`src/rtl/seg7_pkg.sv`:
```
// Purpose : shared constants and types for the 7-segment scan capture block.
// Latency : n/a (package only).
// Backpr. : n/a (package only).
// Contents: active-low segment patterns (SSeg[0]=a .. SSeg[6]=g), frame FSM encoding,
//           decoded-digit struct.
package seg7_pkg;

  localparam logic [0:6] SEG_0     = 7'b0000001;
  localparam logic [0:6] SEG_1     = 7'b1001111;
  localparam logic [0:6] SEG_2     = 7'b0010010;
  localparam logic [0:6] SEG_3     = 7'b0000110;
  localparam logic [0:6] SEG_4     = 7'b1001100;
  localparam logic [0:6] SEG_5     = 7'b0100100;
  localparam logic [0:6] SEG_6     = 7'b0100000;
  localparam logic [0:6] SEG_7     = 7'b0001111;
  localparam logic [0:6] SEG_8     = 7'b0000000;
  localparam logic [0:6] SEG_9     = 7'b0000100;
  localparam logic [0:6] SEG_A     = 7'b0001000;
  localparam logic [0:6] SEG_B     = 7'b1100000;
  localparam logic [0:6] SEG_C     = 7'b0110001;
  localparam logic [0:6] SEG_D     = 7'b1000010;
  localparam logic [0:6] SEG_E     = 7'b0110000;
  localparam logic [0:6] SEG_F     = 7'b0111000;
  localparam logic [0:6] SEG_MINUS = 7'b1111110;
  localparam logic [0:6] SEG_BLANK = 7'b1111111;

  typedef enum logic [1:0] {
    ST_IDLE    = 2'd0,
    ST_COLLECT = 2'd1,
    ST_PUBLISH = 2'd2
  } state_e;

  typedef struct packed {
    logic [3:0] nib;
    logic       minus;
    logic       blank;
    logic       err;
  } dec_t;

endpackage

```
`src/rtl/seg7_pattern_decode.sv`:
```
// Purpose : map one active-low segment pattern to {nibble, minus, blank, err}.
// Latency : combinational.
// Backpr. : none; pure function of the input.
// Ports   : seg_i pattern (SSeg[0:6]), dec_o decoded digit.
module seg7_pattern_decode
  import seg7_pkg::*;
(
  input  logic [0:6] seg_i,
  output dec_t       dec_o
);

  always_comb begin
    dec_o = '0;
    case (seg_i)
      SEG_0:     dec_o.nib = 4'h0;
      SEG_1:     dec_o.nib = 4'h1;
      SEG_2:     dec_o.nib = 4'h2;
      SEG_3:     dec_o.nib = 4'h3;
      SEG_4:     dec_o.nib = 4'h4;
      SEG_5:     dec_o.nib = 4'h5;
      SEG_6:     dec_o.nib = 4'h6;
      SEG_7:     dec_o.nib = 4'h7;
      SEG_8:     dec_o.nib = 4'h8;
      SEG_9:     dec_o.nib = 4'h9;
      SEG_A:     dec_o.nib = 4'hA;
      SEG_B:     dec_o.nib = 4'hB;
      SEG_C:     dec_o.nib = 4'hC;
      SEG_D:     dec_o.nib = 4'hD;
      SEG_E:     dec_o.nib = 4'hE;
      SEG_F:     dec_o.nib = 4'hF;
      SEG_MINUS: dec_o.minus = 1'b1;
      SEG_BLANK: dec_o.blank = 1'b1;
      default:   dec_o.err = 1'b1;
    endcase
  end

endmodule

```
`src/rtl/seg7_scan_capture.sv`:
```
// Purpose : receive side of a multiplexed 7-seg display; captures each digit once it has
//           dwelt STABLE_CYC samples and publishes a coherent 4-digit frame.
// Latency : 2-cycle input synchroniser; frame published 1 cycle after the 4th distinct capture.
// Backpr. : none; the display source cannot be stalled, frames are dropped on timeout.
// Ports   : clk, rst_n (async active-low); an/SSeg active-low display buses;
//           digits/minus/blank/err published frame, frame_valid strobe, stale timeout flag.
module seg7_scan_capture
  import seg7_pkg::*;
#(
  parameter int unsigned STABLE_CYC  = 16,
  parameter int unsigned TIMEOUT_CYC = 1000000
) (
  input  logic        clk,
  input  logic        rst_n,
  input  logic [3:0]  an,
  input  logic [0:6]  SSeg,
  output logic [15:0] digits,
  output logic [3:0]  minus,
  output logic [3:0]  blank,
  output logic [3:0]  err,
  output logic        frame_valid,
  output logic        stale
);

  localparam int unsigned   TW     = $clog2(TIMEOUT_CYC + 1);
  localparam logic [TW-1:0] TO_MAX = TW'(TIMEOUT_CYC);
  localparam logic [7:0]    ST_MAX = 8'(STABLE_CYC);

  logic [3:0]    an_s1_q, an_s2_q;
  logic [0:6]    seg_s1_q, seg_s2_q;
  logic [10:0]   prev_q;
  logic [7:0]    cnt_q, cnt_d;
  logic          cap_q, cap_d;
  logic [TW-1:0] idle_q, idle_d;
  state_e        state_q, state_d;
  logic [3:0]    seen_q, seen_d;
  logic [15:0]   sh_dig_q;
  logic [3:0]    sh_minus_q, sh_blank_q, sh_err_q;
  logic [15:0]   digits_q;
  logic [3:0]    minus_q, blank_q, err_q;
  logic          fv_q, stale_q;

  logic [3:0]  sel_oh;
  logic [10:0] sample;
  logic        sample_vld, same, capture, timeout, publish, set_stale;
  dec_t        dec;

  // A valid sample has exactly one anode low; the inverted bus is then the digit one-hot.
  assign sel_oh     = ~an_s2_q;
  assign sample     = {an_s2_q, seg_s2_q};
  assign sample_vld = (sel_oh != 4'h0) && ((sel_oh & 4'(sel_oh - 4'd1)) == 4'h0);
  assign same       = (sample == prev_q);

  seg7_pattern_decode u_dec (
    .seg_i (seg_s2_q),
    .dec_o (dec)
  );

  always_comb begin
    cnt_d = 8'd1;
    if (sample_vld && same) begin
      cnt_d = (cnt_q == 8'hFF) ? cnt_q : 8'(cnt_q + 8'd1);
    end
    // cap_q only means "this dwell already captured" while the sample is unchanged.
    capture = sample_vld && (cnt_d >= ST_MAX) && !(same && cap_q);
    cap_d   = same && (cap_q || capture);
    idle_d  = capture ? '0 : ((idle_q == TO_MAX) ? idle_q : TW'(idle_q + 1'b1));
    timeout = (idle_q == TO_MAX);
  end

  always_comb begin
    state_d   = state_q;
    seen_d    = seen_q;
    publish   = 1'b0;
    set_stale = 1'b0;
    unique case (state_q)
      ST_IDLE, ST_COLLECT: begin
        if (capture) begin
          // Capture beats a coincident timeout.
          seen_d  = seen_q | sel_oh;
          state_d = ((seen_q | sel_oh) == 4'hF) ? ST_PUBLISH : ST_COLLECT;
        end else if (timeout) begin
          set_stale = 1'b1;
          seen_d    = '0;
          state_d   = ST_IDLE;
        end
      end
      ST_PUBLISH: begin
        publish = 1'b1;
        // A capture landing in the publish cycle starts the next frame rather than being lost.
        seen_d  = capture ? sel_oh : 4'h0;
        state_d = capture ? ST_COLLECT : ST_IDLE;
      end
      default: begin
        seen_d  = '0;
        state_d = ST_IDLE;
      end
    endcase
  end

  always_ff @(posedge clk or negedge rst_n) begin
    if (!rst_n) begin
      an_s1_q    <= '0;
      an_s2_q    <= '0;
      seg_s1_q   <= '0;
      seg_s2_q   <= '0;
      prev_q     <= '0;
      cnt_q      <= '0;
      cap_q      <= 1'b0;
      idle_q     <= '0;
      state_q    <= ST_IDLE;
      seen_q     <= '0;
      sh_dig_q   <= '0;
      sh_minus_q <= '0;
      sh_blank_q <= 4'hF;
      sh_err_q   <= '0;
      digits_q   <= '0;
      minus_q    <= '0;
      blank_q    <= 4'hF;
      err_q      <= '0;
      fv_q       <= 1'b0;
      stale_q    <= 1'b0;
    end else begin
      an_s1_q  <= an;
      an_s2_q  <= an_s1_q;
      seg_s1_q <= SSeg;
      seg_s2_q <= seg_s1_q;
      prev_q   <= sample;
      cnt_q    <= cnt_d;
      cap_q    <= cap_d;
      idle_q   <= idle_d;
      state_q  <= state_d;
      seen_q   <= seen_d;
      for (int i = 0; i < 4; i++) begin
        if (capture && sel_oh[i]) begin
          sh_dig_q[4*i +: 4] <= dec.nib;
          sh_minus_q[i]      <= dec.minus;
          sh_blank_q[i]      <= dec.blank;
          sh_err_q[i]        <= dec.err;
        end
      end
      fv_q <= publish;
      if (publish) begin
        digits_q <= sh_dig_q;
        minus_q  <= sh_minus_q;
        blank_q  <= sh_blank_q;
        err_q    <= sh_err_q;
        stale_q  <= 1'b0;
      end else if (set_stale) begin
        stale_q  <= 1'b1;
      end
    end
  end

  assign digits      = digits_q;
  assign minus       = minus_q;
  assign blank       = blank_q;
  assign err         = err_q;
  assign frame_valid = fv_q;
  assign stale       = stale_q;

endmodule

```
`config.mk`:
```
export PLATFORM = sky130hd
export DESIGN_NAME = seg7_scan_capture
export DESIGN_NICKNAME = d
export VERILOG_FILES = /design/src/rtl/seg7_pkg.sv /design/src/rtl/seg7_pattern_decode.sv /design/src/rtl/seg7_scan_capture.sv
export SDC_FILE = /design/constraint.sdc
export NUM_CORES = 1
export LEC_CHECK = 0
export ABC_CLOCK_PERIOD_IN_PS = 2850
export BUFFER_PORTS_ARGS = -buffer_cell sky130_fd_sc_hd__buf_4
export CAP_MARGIN = 10
export CORE_MARGIN = 8
export CORE_UTILIZATION = 35
export CTS_CLUSTER_DIAMETER = 100
export DETAILED_ROUTE_END_ITERATION = 7
export PLACE_DENSITY = 0.62
export SYNTH_ARGS = -nofsm -noshare
export SYNTH_HDL_FRONTEND = slang
export SYNTH_SLANG_ARGS = --single-unit
export TNS_END_PERCENT = 30
```
`constraint.sdc`:
```
create_clock -name clk -period 2.85 [get_ports clk]
set_clock_uncertainty 0.15 [all_clocks]
set_input_delay 0.285 -clock clk [delete_from_list [all_inputs] [get_ports clk]]
set_output_delay 0.285 -clock clk [all_outputs]
set_load 0.01 [all_outputs]
```
**Yosys cells after proc, flatten, opt, wreduce, memory -nomap -nowiden**

Cells that the tools add are included.

- Output and inout bits: 30
- Bits in latches: 0
- Flip-flop bits (word level): 126
- Input port bits: 13
- ROM bits: 0
- RAM bits: 0
- Memories: 0

- Div/mod/pow operators: 0
- Shifts and indexed selects: 0
- Muxes and demuxes: 23
- Equality and inequality tests: 25
- $lt $le $gt $ge: 1
- Add/subtract/negate cells: 3
- Reduce and logical (&&, ||, !) cells: 19
- Multiply operators: 0
- Bitwise logic cells: 3

Operators with widths:

| kind | number |
|---|---|
| one-hot mux 4 bit (15 select lines) | 1 |
| equality test 7 bit, second input constant | 6 |
| 2-to-1 mux 20 bit | 2 |
| equality test 7 x 6 -> 1 bit, second input constant | 5 |
| adder 20 x 1 -> 20 bit, second input constant | 1 |
| equality test 20 bit, second input constant | 1 |
| OR reduction 18 bit | 1 |
| 2-to-1 mux 8 bit | 2 |
| equality test 7 x 3 -> 1 bit, second input constant | 2 |
| equality test 7 x 4 -> 1 bit, second input constant | 2 |
| 2-to-1 mux 4 bit | 3 |
| equality test 11 bit | 1 |
| logical AND 1 bit | 10 |
| 2-to-1 mux 1 bit | 10 |
| adder 8 x 1 -> 8 bit, second input constant | 1 |
| equality test 8 bit, second input constant | 1 |
| >= comparator 8 x 5 -> 1 bit, second input constant | 1 |
| one-hot mux 4 bit (2 select lines) | 1 |
| equality test 7 x 1 -> 1 bit, second input constant | 1 |
| equality test 7 x 5 -> 1 bit, second input constant | 1 |
| logical NOT 7 bit | 1 |
| 2-to-1 mux 2 bit | 3 |
| bitwise AND 4 bit | 1 |
| equality test 4 bit, second input constant | 1 |
| other kinds (15) | 15 |

**Logic depth before layout (Yosys ltp)**

Gate-level depths: netlist of run 1.

- Depth after elaboration: 14
- Depth in mapped cells: 8

**Modules after synthesis**

Synthesis of run 1 repeated with hierarchy kept, for this count alone.

- Cells, all modules: 436
- Area, all modules: 5,516.5 µm²

By module, submodules not included:

| module | instances | seq. area each (µm²) | area each (µm²) | cells an instance |
|---|---|---|---|---|
| seg7_scan_capture | 1 | 3,163.0 | 5,123.7 | 373 |
| seg7_pattern_decode | 1 | 0.0 | 392.9 | 63 |

**Worst setup path after synthesis of run 1**

No wires, ideal clock.

- Path kind: reg-to-reg
- Start point: reg cnt_q[0]
- End point: reg idle_q[2]
- Stages on the path, launching flop included: 8
- Setup time: 0.078 ns
- Clock period less this slack: 2.562 ns
- Arrival time: 2.334 ns
- Setup slack: 0.288 ns
- Path through: dfrtp_1 ha_1 and4_1 nand2_1 xor2_1 a21oi_1 clkbuf_1 a21oi_1

- Longest elaborated chain between the ends: 7

Ends and longest elaborated chain:

| element | RTL line | RTL |
|---|---|---|
| from (decl) | seg7_scan_capture.sv:32 | `logic [7:0] cnt_q, cnt_d;` |
| from (signal assigned) | seg7_scan_capture.sv:129 | `cnt_q <= cnt_d;` |
| adder 8 x 1 -> 8 bit or equality test 8 bit (tied branches) | seg7_scan_capture.sv:62 | `cnt_d = (cnt_q == 8'hFF) ? cnt_q : 8'(cnt_q + 8'd1);` |
| 2-to-1 mux 8 bit (*) | seg7_scan_capture.sv:62 |  |
| 2-to-1 mux 8 bit (*) | seg7_scan_capture.sv:61 | `if (sample_vld && same) begin` |
| >= comparator 8 x 5 -> 1 bit (*) | seg7_scan_capture.sv:65 | `capture = sample_vld && (cnt_d >= ST_MAX) && !(same && cap_q);` |
| logical AND 1 bit (*) (2 in series) | seg7_scan_capture.sv:65 |  |
| != test 2 bit (no line) or 2-to-1 mux 20 bit (tied branches) | -- |  |
| to (signal assigned) | seg7_scan_capture.sv:131 | `idle_q <= idle_d;` |
| to (decl) | seg7_scan_capture.sv:34 | `logic [TW-1:0] idle_q, idle_d;` |

Every way passes the cells marked *; elsewhere a longest branch is shown, timed or not.
A chain may end at the register's enable or synchronous reset.

**Worst setup path in the final report of run 1**

- Start point: reg an_s2_q[0]
- End point: reg sh_dig_q[13]

- Longest elaborated chain between the ends: 11

Ends and longest elaborated chain:

| element | RTL line | RTL |
|---|---|---|
| from (decl) | seg7_scan_capture.sv:29 | `logic [3:0] an_s1_q, an_s2_q;` |
| from (signal assigned) | seg7_scan_capture.sv:125 | `an_s2_q <= an_s1_q;` |
| inverter 4 bit | seg7_scan_capture.sv:49 | `assign sel_oh = ~an_s2_q;` |
| subtractor 4 x 1 -> 4 bit | seg7_scan_capture.sv:51 | `assign sample_vld = (sel_oh != 4'h0) && ((sel_oh & 4'(sel_oh - 4'd1)) == 4'h0);` |
| bitwise AND 4 bit | seg7_scan_capture.sv:51 |  |
| logical NOT 4 bit | seg7_scan_capture.sv:51 |  |
| logical AND 1 bit | seg7_scan_capture.sv:51 |  |
| logical AND 1 bit | seg7_scan_capture.sv:61 |  |
| 2-to-1 mux 8 bit | seg7_scan_capture.sv:61 |  |
| >= comparator 8 x 5 -> 1 bit | seg7_scan_capture.sv:65 |  |
| logical AND 1 bit | seg7_scan_capture.sv:65 |  |
| logical AND 1 bit (*) | seg7_scan_capture.sv:65 |  |
| logical AND 1 bit (*) | seg7_scan_capture.sv:135 | `if (capture && sel_oh[i]) begin` |
| to (signal, indexed assignment) | seg7_scan_capture.sv:136 | `sh_dig_q[4*i +: 4] <= dec.nib;` |
| to (decl) | seg7_scan_capture.sv:37 | `logic [15:0] sh_dig_q;` |

Marks and branches as above.

==> results.py, run 1 <==
metrics = {
    "worst_setup_path": {
        "startpoint_type": "register",
        "regToRegStartpoint": "an_s2_q[0]$_DFF_PN0_",
        "cpPeakStageDelay_ps": 510,
        "crit_slowest_cell": "nor4_2",
        "crit_arrival_ps": 2840,
        "reg2reg_depth": 6,
        "path_class": "reg2reg",
        "cp_cell_sequence": "xor2_1, nor4_2, nand4_4, a2111oi_4, buf_4, mux2_2",
        "cp-end-kind": "register",
        "required_ps": 3010,
        "cp-startpoint": "an_s2_q[0]$_DFF_PN0_",
        "cp_max_fo": 13,
    },
    "timing": {
        "timing.fmax_mhz": 372.9,
        "tightest_slew_ps": 596.5,
        "period_minus_slack_ps": 2682,
        "finalSetupViolCount": 0,
        "finalHoldViolCount": 0,
        "relSlewSlack": 0.5993,
        "post-route-period-util": 0.9410,
        "tns_ps": 0,
        "rsz0062_at_grt": "false",
        "finalMaxSlewViolations": 0,
    },
    "floorplanning": {
        "core_area_um2": 15600,
        "dieArea_um2": 19990,
        "rows": 46,
        "die_h_um": 141.4,
        "start_util": 0.3528,
        "io_pins": 43,
        "die_w_um": 141.4,
    },
    "synthesis": {
        "ys_seq_area_frac": 0.5748,
        "synth_top_flop_cell": "dfrtp_1",
        "synth_top_family_by_area": "simple AND/OR/NAND/NOR gates",
        "yosys-top-cells-area": "dfrtp_1 (54%), mux2_2 (9.8%), dfstp_2 (3.8%)",
        "synth_adder_area_share": 0.006821,
        "synth-xor-area-share": 0.05412,
        "async_flop_share": 1.000,
        "avgSynthCellArea_um2": 12.20,
        "yosys.area.top_type": "dfrtp_1",
        "syn_nets": 467,
        "muxShareOfSynthArea": 0.1110,
        "synth-compound-area-share": 0.08527,
        "ys_seq_elements": 126,
        "synth_area_um2": 5503,
        "synth_top_area_share": 0.5366,
        "ys_warn_count": 0,
        "synth_cells": 451,
        "synth_edf_count": 0,
        "ys_types": 51,
        "yosys.area_share.simple": 0.1357,
    },
    "clock_network": {
        "clock_path_buffers": 2,
        "cts_resized": 0,
        "tritoncts": "yes",
        "clkLatencyLatePin_ps": 430,
        "cts_root_buf": "clkbuf_16",
        "clk_pin_slew_ps": 60,
        "cts.sinks": 126,
        "numCtsBuffers": 17,
        "htree_levels": 4,
    },
    "layout": {
        "final_common_cell": "dfrtp_1",
        "syn_to_final_growth_pct": 23.65,
        "drive_above_1_share": 0.2962,
        "utilization": 0.4362,
        "antenna_cells": 0,
        "final_cell_mix": "dfrtp_1 (118), buf_4 (55), mux2_2 (48)",
        "finalNetCount": 533,
        "num-fill-cells": 1413,
    },
    "outcome": {
        "status": "finished, final reports clean",
    },
    "detailed_routing": {
        "drt_wl_total_um": 11140,
        "drc": 0,
        "drt_first_pass_iters": 4,
        "post_drt_wl_per_cell_um": 14.93,
        "drt-initial-drc-count": 219,
        "antenna_left": 0,
        "num_vias": 3592,
        "viasPerCell": 4.815,
    },
    "grt": {
        "grt_pass1_wl_um": 19180,
        "grt_max_degree": 55,
        "antenna_found_initial": 0,
        "grt_remaining_overflow": 0,
        "grt_pass1_vias": 3749,
        "grt_use_total": 0.1211,
    },
    "power_and_ir_drop": {
        "p_leak_nw": 3.042,
        "p_per_area_nw_per_um2": 589.1,
        "irDropWorstVdd_mv": 0.4113,
    },
    "placement": {
        "dpl.hpwl_um": 7834,
        "place_congestion": 0.8162,
        "port_buffers": 42,
    },
    "flow_run": {
        "maxCapViolations": 0,
    },
    "worst_hold_path": {
        "hold_class": "in2async",
    },
}
==> critical path: cells and delay by family, from the launching register on <==
kind,cells,cell delay (ps)
AO/OA/AOI/OAI,1,280
buffers and inverters,1,220
AND/OR/NAND/NOR,2,870
XOR/XNOR,1,210
flip-flops,1,480
multiplexers,1,340
==> routing by layer <==
metal,track usage,share of wire,up-vias,routed length (um)
met4,0.05709,0.014,0,157
li1,-,-,1723,-
met3,0.03595,0.039,15,436
met5,0,0,-,0
met1,0.1537,0.47,1784,5224
met2,0.1865,0.48,70,5319
==> power by group <==
part           switching (W)  total [W]  internal (W)
Clock               0.000862    0.00202       0.00116
Sequential         0.0000196    0.00183       0.00181
Combinational      0.0000905   0.000150     0.0000596
==> per-stage QoR <==
step / cells / hold slack, ps / worst slack (ps) / power [W] / cell area, um^2
2_1_floorplan: 451 / -160.6 / 288.1 / 0.001928 / 5503
3_3_place_gp: 702 / 98.94 / 247.8 / 0.002002 / 6123
3_5_place_dp: 702 / 102.0 / 180.0 / 0.002005 / 6123
4_1_cts: 746 / 194.4 / 173.5 / 0.004069 / 6804
5_1_grt: 746 / 201.8 / 34.58 / 0.004159 / 6804
6_report: 746 / 196.3 / 168.0 / 0.004008 / 6804
==> area by class of cell <==
cell class	instances	area [um^2]	share of cell area
clock inverter	14	121.4	0.01784
multi-input combinational	283	2162	0.3178
timing repair buffer	69	573.1	0.08422
sequential	126	3163	0.4649
tap	216	270.3	0.03972
inverter	20	75.07	0.01103
clock buffer	18	439.2	0.06455
==> registers in the layout, summed over array words and instances, names as in the netlist, 7 cells and up <==
signal and count:
seg_s1_q 7, cnt_q 8, digits 16, seg_s2_q 7, sh_dig_q 16, idle_q 20
prev_q 11
==> synthesized netlist by cell type, drive strengths merged (2+ instances only) <==
master,instances
a21boi,2
nand4b,4
nor4,9
and3,7
nor3b,2
a2111oi,4
nor2,34
xor2,19
o22ai,2
nor3,12
or3,2
inv,20
o31a,4
nor2b,4
a22o,6
xnor2,15
dfrtp,118
and2,4
nand2,22
buf,4
a211oi,4
nand4,11
nand3,13
o211ai,3
a31oi,2
and4,3
ha,3
mux2i,7
a21oi,6
o2bb2ai,2
mux2,48
clkbuf,18
o21ai,13
nand2b,4
dfstp,8
==> kinds of logic after synthesis <==
| family | Yosys count |
|---|---|
| AND/OR/NAND/NOR | 137 |
| XOR/XNOR | 34 |
| AO/OA/AOI/OAI | 54 |
| multiplexers | 55 |
| buffers and inverters | 42 |
| flip-flops | 126 |
| adder cells (fa/ha/maj) | 3 |
==> final timing paths <==
| check | slack (ps) | end |
|---|---|---|
| max | 170 | sh_dig_q[13]$_DFFE_PN0P_ |
| min | 200 | frame_valid$_DFF_PN0_ |
| max reg2reg | 170 | sh_dig_q[13]$_DFFE_PN0P_ |
| min reg2reg | 200 | an_s2_q[2]$_DFF_PN0_ |
| max in group asynchronous | 1480 | an_s2_q[1]$_DFF_PN0_ |
| min in group clk | 200 | an_s2_q[2]$_DFF_PN0_ |
==> repair_timing <==
item / 4_1_cts / 5_1_grt
hold buffers: 12 / 0
endpoints found under the hold margin: 41 / 0
setup buffers: 0 / 0
Power figures use the tool's default switching activity.
==> run 2, diff against run 1 <==
Settings changed: CORE_MARGIN 8 to unset.
==> run 2 against run 1 <==
Combinational power is essentially flat; worst hold slack worse by 0.66 ps; flip-flop and latch count unchanged; non-clock buffer count grew 4; highest routed layer unchanged; via count shrank 0.58%; power up 7.7%; design area is 1.5% higher; fmax decreased by 0.25%; register-to-register slack is essentially flat; critical path type unchanged; die area shrank 19%.
==> results.py, run 2 (synthesis results as in run 1) <==
metrics = {
    "layout": {
        "final_cell_mix": "dfrtp_1 (118), buf_4 (60), mux2_2 (48)",
        "finalNetCount": 537,
        "final_cells": 745,
        "syn_to_final_growth_pct": 25.49,
        "top_register": "idle_q",
        "final_common_cell": "dfrtp_1",
        "drive_above_1_share": 0.2940,
        "antenna_cells": 0,
        "utilization": 0.4526,
        "largest_reg_flops": 20,
    },
    "clock_network": {
        "cts_root_buf": "clkbuf_16",
        "htree_levels": 4,
        "tritoncts": "yes",
        "cts.sinks": 126,
        "clkLatencyLatePin_ps": 410,
        "cts_resized": 0,
        "numCtsBuffers": 17,
        "clock_path_buffers": 2,
        "clk_pin_slew_ps": 50,
    },
    "floorplanning": {
        "die_h_um": 127.4,
        "start_util": 0.3606,
        "io_pins": 43,
        "die_w_um": 127.4,
        "core_area_um2": 15260,
        "dieArea_um2": 16230,
        "rows": 45,
    },
    "detailed_routing": {
        "drt_first_pass_iters": 4,
        "antenna_left": 0,
        "post_drt_wl_per_cell_um": 13.79,
        "drt_wl_total_um": 10270,
        "num_vias": 3571,
        "viasPerCell": 4.793,
        "drc": 0,
        "drt-initial-drc-count": 203,
    },
    "grt": {
        "grt_max_degree": 46,
        "grt_pass1_vias": 3627,
        "antenna_found_initial": 0,
        "grt_remaining_overflow": 0,
        "grt_use_total": 0.1433,
        "grt_pass1_wl_um": 17970,
    },
    "worst_setup_path": {
        "cp_max_fo": 7,
        "crit_slowest_cell": "dfrtp_1",
        "cpPeakStageDelay_ps": 420,
        "cp-end-kind": "register",
        "cp_cell_sequence": "ha_1, and4_1, a21o_1, and3_1, a2111oi_4, buf_4, mux2_2",
        "path_class": "reg2reg",
        "required_ps": 2990,
        "startpoint_type": "register",
        "crit_arrival_ps": 2830,
    },
    "timing": {
        "finalSetupViolCount": 0,
        "finalHoldViolCount": 0,
        "finalMaxSlewViolations": 0,
        "relSlewSlack": 0.6296,
        "tightest_slew_ps": 555.7,
        "period_minus_slack_ps": 2689,
        "timing.fmax_mhz": 371.9,
        "tns_ps": 0,
        "rsz0062_at_grt": "false",
        "post-route-period-util": 0.9434,
    },
    "flow_run": {
        "maxCapViolations": 0,
    },
    "power_and_ir_drop": {
        "p_per_area_nw_per_um2": 625.2,
        "irDropWorstVdd_mv": 0.5653,
        "p_leak_nw": 3.100,
    },
    "outcome": {
        "status": "finished, final reports clean",
    },
    "placement": {
        "dpl.hpwl_um": 6983,
        "port_buffers": 42,
        "dp.cells": 699,
        "place_congestion": 0.8135,
    },
    "worst_hold_path": {
        "hold_class": "reg2reg",
    },
}
-- run 2: changes by cell type in the layout (fill, tap and decap cells not counted), moves of 4 or more --
cell,change
bufinv_16,+4
clkbuf_8,+5
buf_4,+5
clkbuf_1,+4
inv_6,-7
-- run 2: metrics by stage --
step	instance area [um^2]	hold WS [ps]	total power [W]	setup WS, ps
after floorplan	5503	-160.6	0.001928	288.1
after global placement	6120	134.4	0.001998	175.0
after detailed placement	6120	131.2	0.002004	73.94
after CTS	6890	196.2	0.004371	68.97
after global routing	6905	202.1	0.004482	29.51
final	6905	195.7	0.004317	161.2
-- run 2: routing by layer --
metal  GRT usage  share of wire  vias up
met5           0              0        -
met4     0.06303          0.012        0
met3     0.03936          0.033        9
met2      0.2183           0.47       66
met1      0.1913           0.49     1766
li1            -              -     1730
-- run 2: final timing paths --
kind,start,end,slack (ps),cells past startpoint
max in group asynchronous,rst_n,blank[0]$_DFFE_PN1P_,1530,3
min in group asynchronous,rst_n,idle_q[5]$_DFFE_PN0P_,240,2
max,cnt_q[0]$_DFF_PN0_,sh_err_q[1]$_DFFE_PN0P_,160,7
min reg2reg,seg_s1_q[0]$_DFF_PN0_,seg_s2_q[0]$_DFF_PN0_,200,0
min,seg_s1_q[0]$_DFF_PN0_,seg_s2_q[0]$_DFF_PN0_,200,0
max reg2reg,cnt_q[0]$_DFF_PN0_,sh_err_q[1]$_DFFE_PN0P_,160,7
-- run 2: report_power, final --
| part | internal [W] | switching, W | total [W] |
|---|---|---|---|
| registers | 0.00182 | 0.0000200 | 0.00184 |
| logic | 0.0000604 | 0.0000883 | 0.000149 |
| clock network | 0.00161 | 0.000728 | 0.00233 |
| total | 0.00348 | 0.000836 | 0.00432 |
-- run 2: timing repair --
item,4_1_cts,5_1_grt
buffers inserted,0,2
hold buffers,12,0
hold endpoints to repair,46,0
endpoints found under the setup margin,0,6
-- run 2: final cells by class --
class / instances / area, um^2
clock buffer: 27 / 523.0
tap: 211 / 264.0
fill: 1375 / 8353
sequential: 126 / 3163
multi-input combinational: 283 / 2162
clock inverter: 5 / 127.6
inverter: 20 / 75.07
timing repair buffer: 73 / 590.6
-- run 2: critical path: cells and delay by family, from the launching register on --
| family | cells | cell delay [ps] |
|---|---|---|
| AOI/OAI and AO/OA | 2 | 580 |
| and+or+nand+nor | 2 | 550 |
| DFF | 1 | 420 |
| muxes | 1 | 350 |
| adders and majority gates | 1 | 290 |
| buffers and inverters | 1 | 230 |
==> run 3, diff against run 2 <==
Settings changed: CORE_ASPECT_RATIO set to 0.75, CTS_BUF_LIST set to sky130_fd_sc_hd__clkbuf_16.
==> run 3 against run 2 <==
Flip-flop and latch count unchanged; worst hold slack got worse by 1.0 ps; non-clock buffer count shrank 3; sequential power is essentially flat; global-route usage increased by 0.24 points; largest cell class unchanged; cell count is 1.2% lower; sequential share of layout area rose by 0.83 points; highest routed layer unchanged; power is 7.4% lower; worst setup slack got worse by 0.52 ps; critical path type unchanged.
==> results.py, run 3 (synthesis results as in run 1) <==
metrics = {
    "floorplanning": {
        "rows": 39,
        "die_h_um": 110.6,
        "die_w_um": 146.8,
        "start_util": 0.3603,
        "io_pins": 43,
        "core_area_um2": 15270,
        "dieArea_um2": 16230,
    },
    "layout": {
        "largest_reg_flops": 20,
        "final_cell_mix": "dfrtp_1 (118), buf_4 (57), mux2_2 (48)",
        "antenna_cells": 0,
        "syn_to_final_growth_pct": 23.26,
        "finalNetCount": 534,
        "ff_latch_area_um2": 3163,
        "top_register": "idle_q",
        "design_area_um2": 6783,
        "drive_above_1_share": 0.2881,
        "multiInputGateArea_um2": 2162,
        "final_cells": 736,
        "final_common_cell": "dfrtp_1",
        "num-fill-cells": 1356,
    },
    "clock_network": {
        "cts_resized": 0,
        "clock_path_buffers": 2,
        "numCtsBuffers": 17,
        "clk_pin_slew_ps": 50,
        "htree_levels": 4,
        "clkLatencyLatePin_ps": 410,
        "tritoncts": "yes",
        "cts_root_buf": "clkbuf_16",
        "post_cts.repair.setup_buffers": 0,
        "cts.sinks": 126,
    },
    "power_and_ir_drop": {
        "p_leak_nw": 3.043,
        "p_seq_frac": 0.459,
        "p_sw_frac": 0.2149,
        "comb_power_share": 0.038,
        "p_per_area_nw_per_um2": 589.4,
        "p_int_w": 0.003138,
        "irDropWorstVdd_mv": 0.4177,
        "switchingPower_w": 0.0008592,
        "total_power_w": 0.003997,
        "pwr-share-clk": 0.503,
    },
    "grt": {
        "grt_pass1_wl_um": 18490,
        "grt_remaining_overflow": 0,
        "grt_pass1_vias": 3569,
        "grt_max_degree": 67,
        "grt_use_total": 0.1457,
        "antenna_found_initial": 0,
    },
    "detailed_routing": {
        "drt_wl_total_um": 10890,
        "antenna_left": 0,
        "drt-initial-drc-count": 228,
        "viasPerCell": 4.887,
        "num_vias": 3597,
        "post_drt_wl_per_cell_um": 14.79,
        "drc": 0,
        "drt_first_pass_iters": 4,
    },
    "placement": {
        "place_congestion": 0.7971,
        "dp.cells": 692,
        "dpl.hpwl_um": 7445,
        "port_buffers": 42,
        "placed_area_um2": 6105,
    },
    "worst_setup_path": {
        "crit_arrival_ps": 2820,
        "startpoint_type": "register",
        "required_ps": 2980,
        "ff2ff_setup_slack_ps": 160,
        "cp_max_fo": 7,
        "path_class": "reg2reg",
        "cp-end-kind": "register",
    },
    "flow_run": {
        "maxCapViolations": 0,
    },
    "timing": {
        "relSlewSlack": 0.5765,
        "tightest_slew_ps": 630.4,
        "finalSetupViolCount": 0,
        "hold_slack_ps": 194.6,
        "timing.fmax_mhz": 371.8,
        "finalHoldViolCount": 0,
        "tns_ps": 0,
        "period_minus_slack_ps": 2689,
        "post-route-period-util": 0.9436,
        "rsz0062_at_grt": "false",
        "finalMaxSlewViolations": 0,
    },
    "outcome": {
        "status": "finished, final reports clean",
    },
    "worst_hold_path": {
        "hold_class": "reg2reg",
    },
}
==> run 3: changes by cell type in the layout (fill, tap and decap cells not counted), moves of 2 or more <==
cell / previous run / this run
clkinv_2: 0 / 3
clkbuf_8: 6 / 0
clkbuf_1: 4 / 0
buf_4: 60 / 57
bufinv_16: 4 / 2
clkinvlp_4: 1 / 4
clkinv_1: 0 / 2
inv_1: 20 / 23
==> run 3: critical path, stage by stage, from the launching register on <==
cell and delay [ps]:
dfrtp_1 430, ha_1 290, and4_1 260, a21o_1 180, and3_1 290, a2111oi_4 410
buf_4 230, mux2_2 340
==> run 3: area by class of cell <==
type | count | share of cell area
Clock buffer | 17 | 0.06272
Clock inverter | 15 | 0.01955
Inverter | 20 | 0.01107
Multi-Input combinational cell | 283 | 0.3188
Sequential cell | 126 | 0.4663
Tap cell | 205 | 0.03782
Timing Repair Buffer | 70 | 0.08375
==> run 3: timing repair <==
action / 4_1_cts / 5_1_grt
hold buffers: 12 / 0
hold endpoints to repair: 38 / 0
endpoints found under the setup margin: 0 / 0
==> run 3: path summary, 6_finish.rpt <==
kind / to / from / depth (start not counted)
max: sh_dig_q[6]$_DFFE_PN0P_ / cnt_q[0]$_DFF_PN0_ / 7
min: seg_s2_q[4]$_DFF_PN0_ / seg_s1_q[4]$_DFF_PN0_ / 0
max reg2reg: sh_dig_q[6]$_DFFE_PN0P_ / cnt_q[0]$_DFF_PN0_ / 7
min reg2reg: seg_s2_q[4]$_DFF_PN0_ / seg_s1_q[4]$_DFF_PN0_ / 0
max in group asynchronous: sh_blank_q[3]$_DFFE_PN1P_ / rst_n / 3
min in group asynchronous: digits[5]$_DFFE_PN0P_ / rst_n / 2
==> run 3: per-layer routing <==
layer | up-vias | share of wire | global-route usage
li1 | 1724 | - | -
met1 | 1792 | 0.52 | 0.2142
met2 | 70 | 0.44 | 0.2041
met3 | 11 | 0.031 | 0.03182
met4 | 0 | 0.0097 | 0.06458
met5 | - | 0 | 0
==> run 3: per-stage QoR <==
stage / utilization / setup slack, ps
final: 0.4441 / 160.7
after detailed placement: 0.3997 / 189.5
after global routing: 0.4441 / 29.32
after global placement: 0.3997 / 262.8
after floorplan: - / 288.1
after CTS: 0.4441 / 164.7
==> run 3: power by group through the flow <==
| stage | logic, W | clock network, W | registers, W |
|---|---|---|---|
| floorplan | 0.0000701 | 0 | 0.00186 |
| global placement | 0.000134 | 0 | 0.00187 |
| detailed placement | 0.000138 | 0 | 0.00187 |
| CTS | 0.000153 | 0.00206 | 0.00184 |
| global route | 0.000168 | 0.00214 | 0.00184 |
| finish | 0.000151 | 0.00201 | 0.00184 |
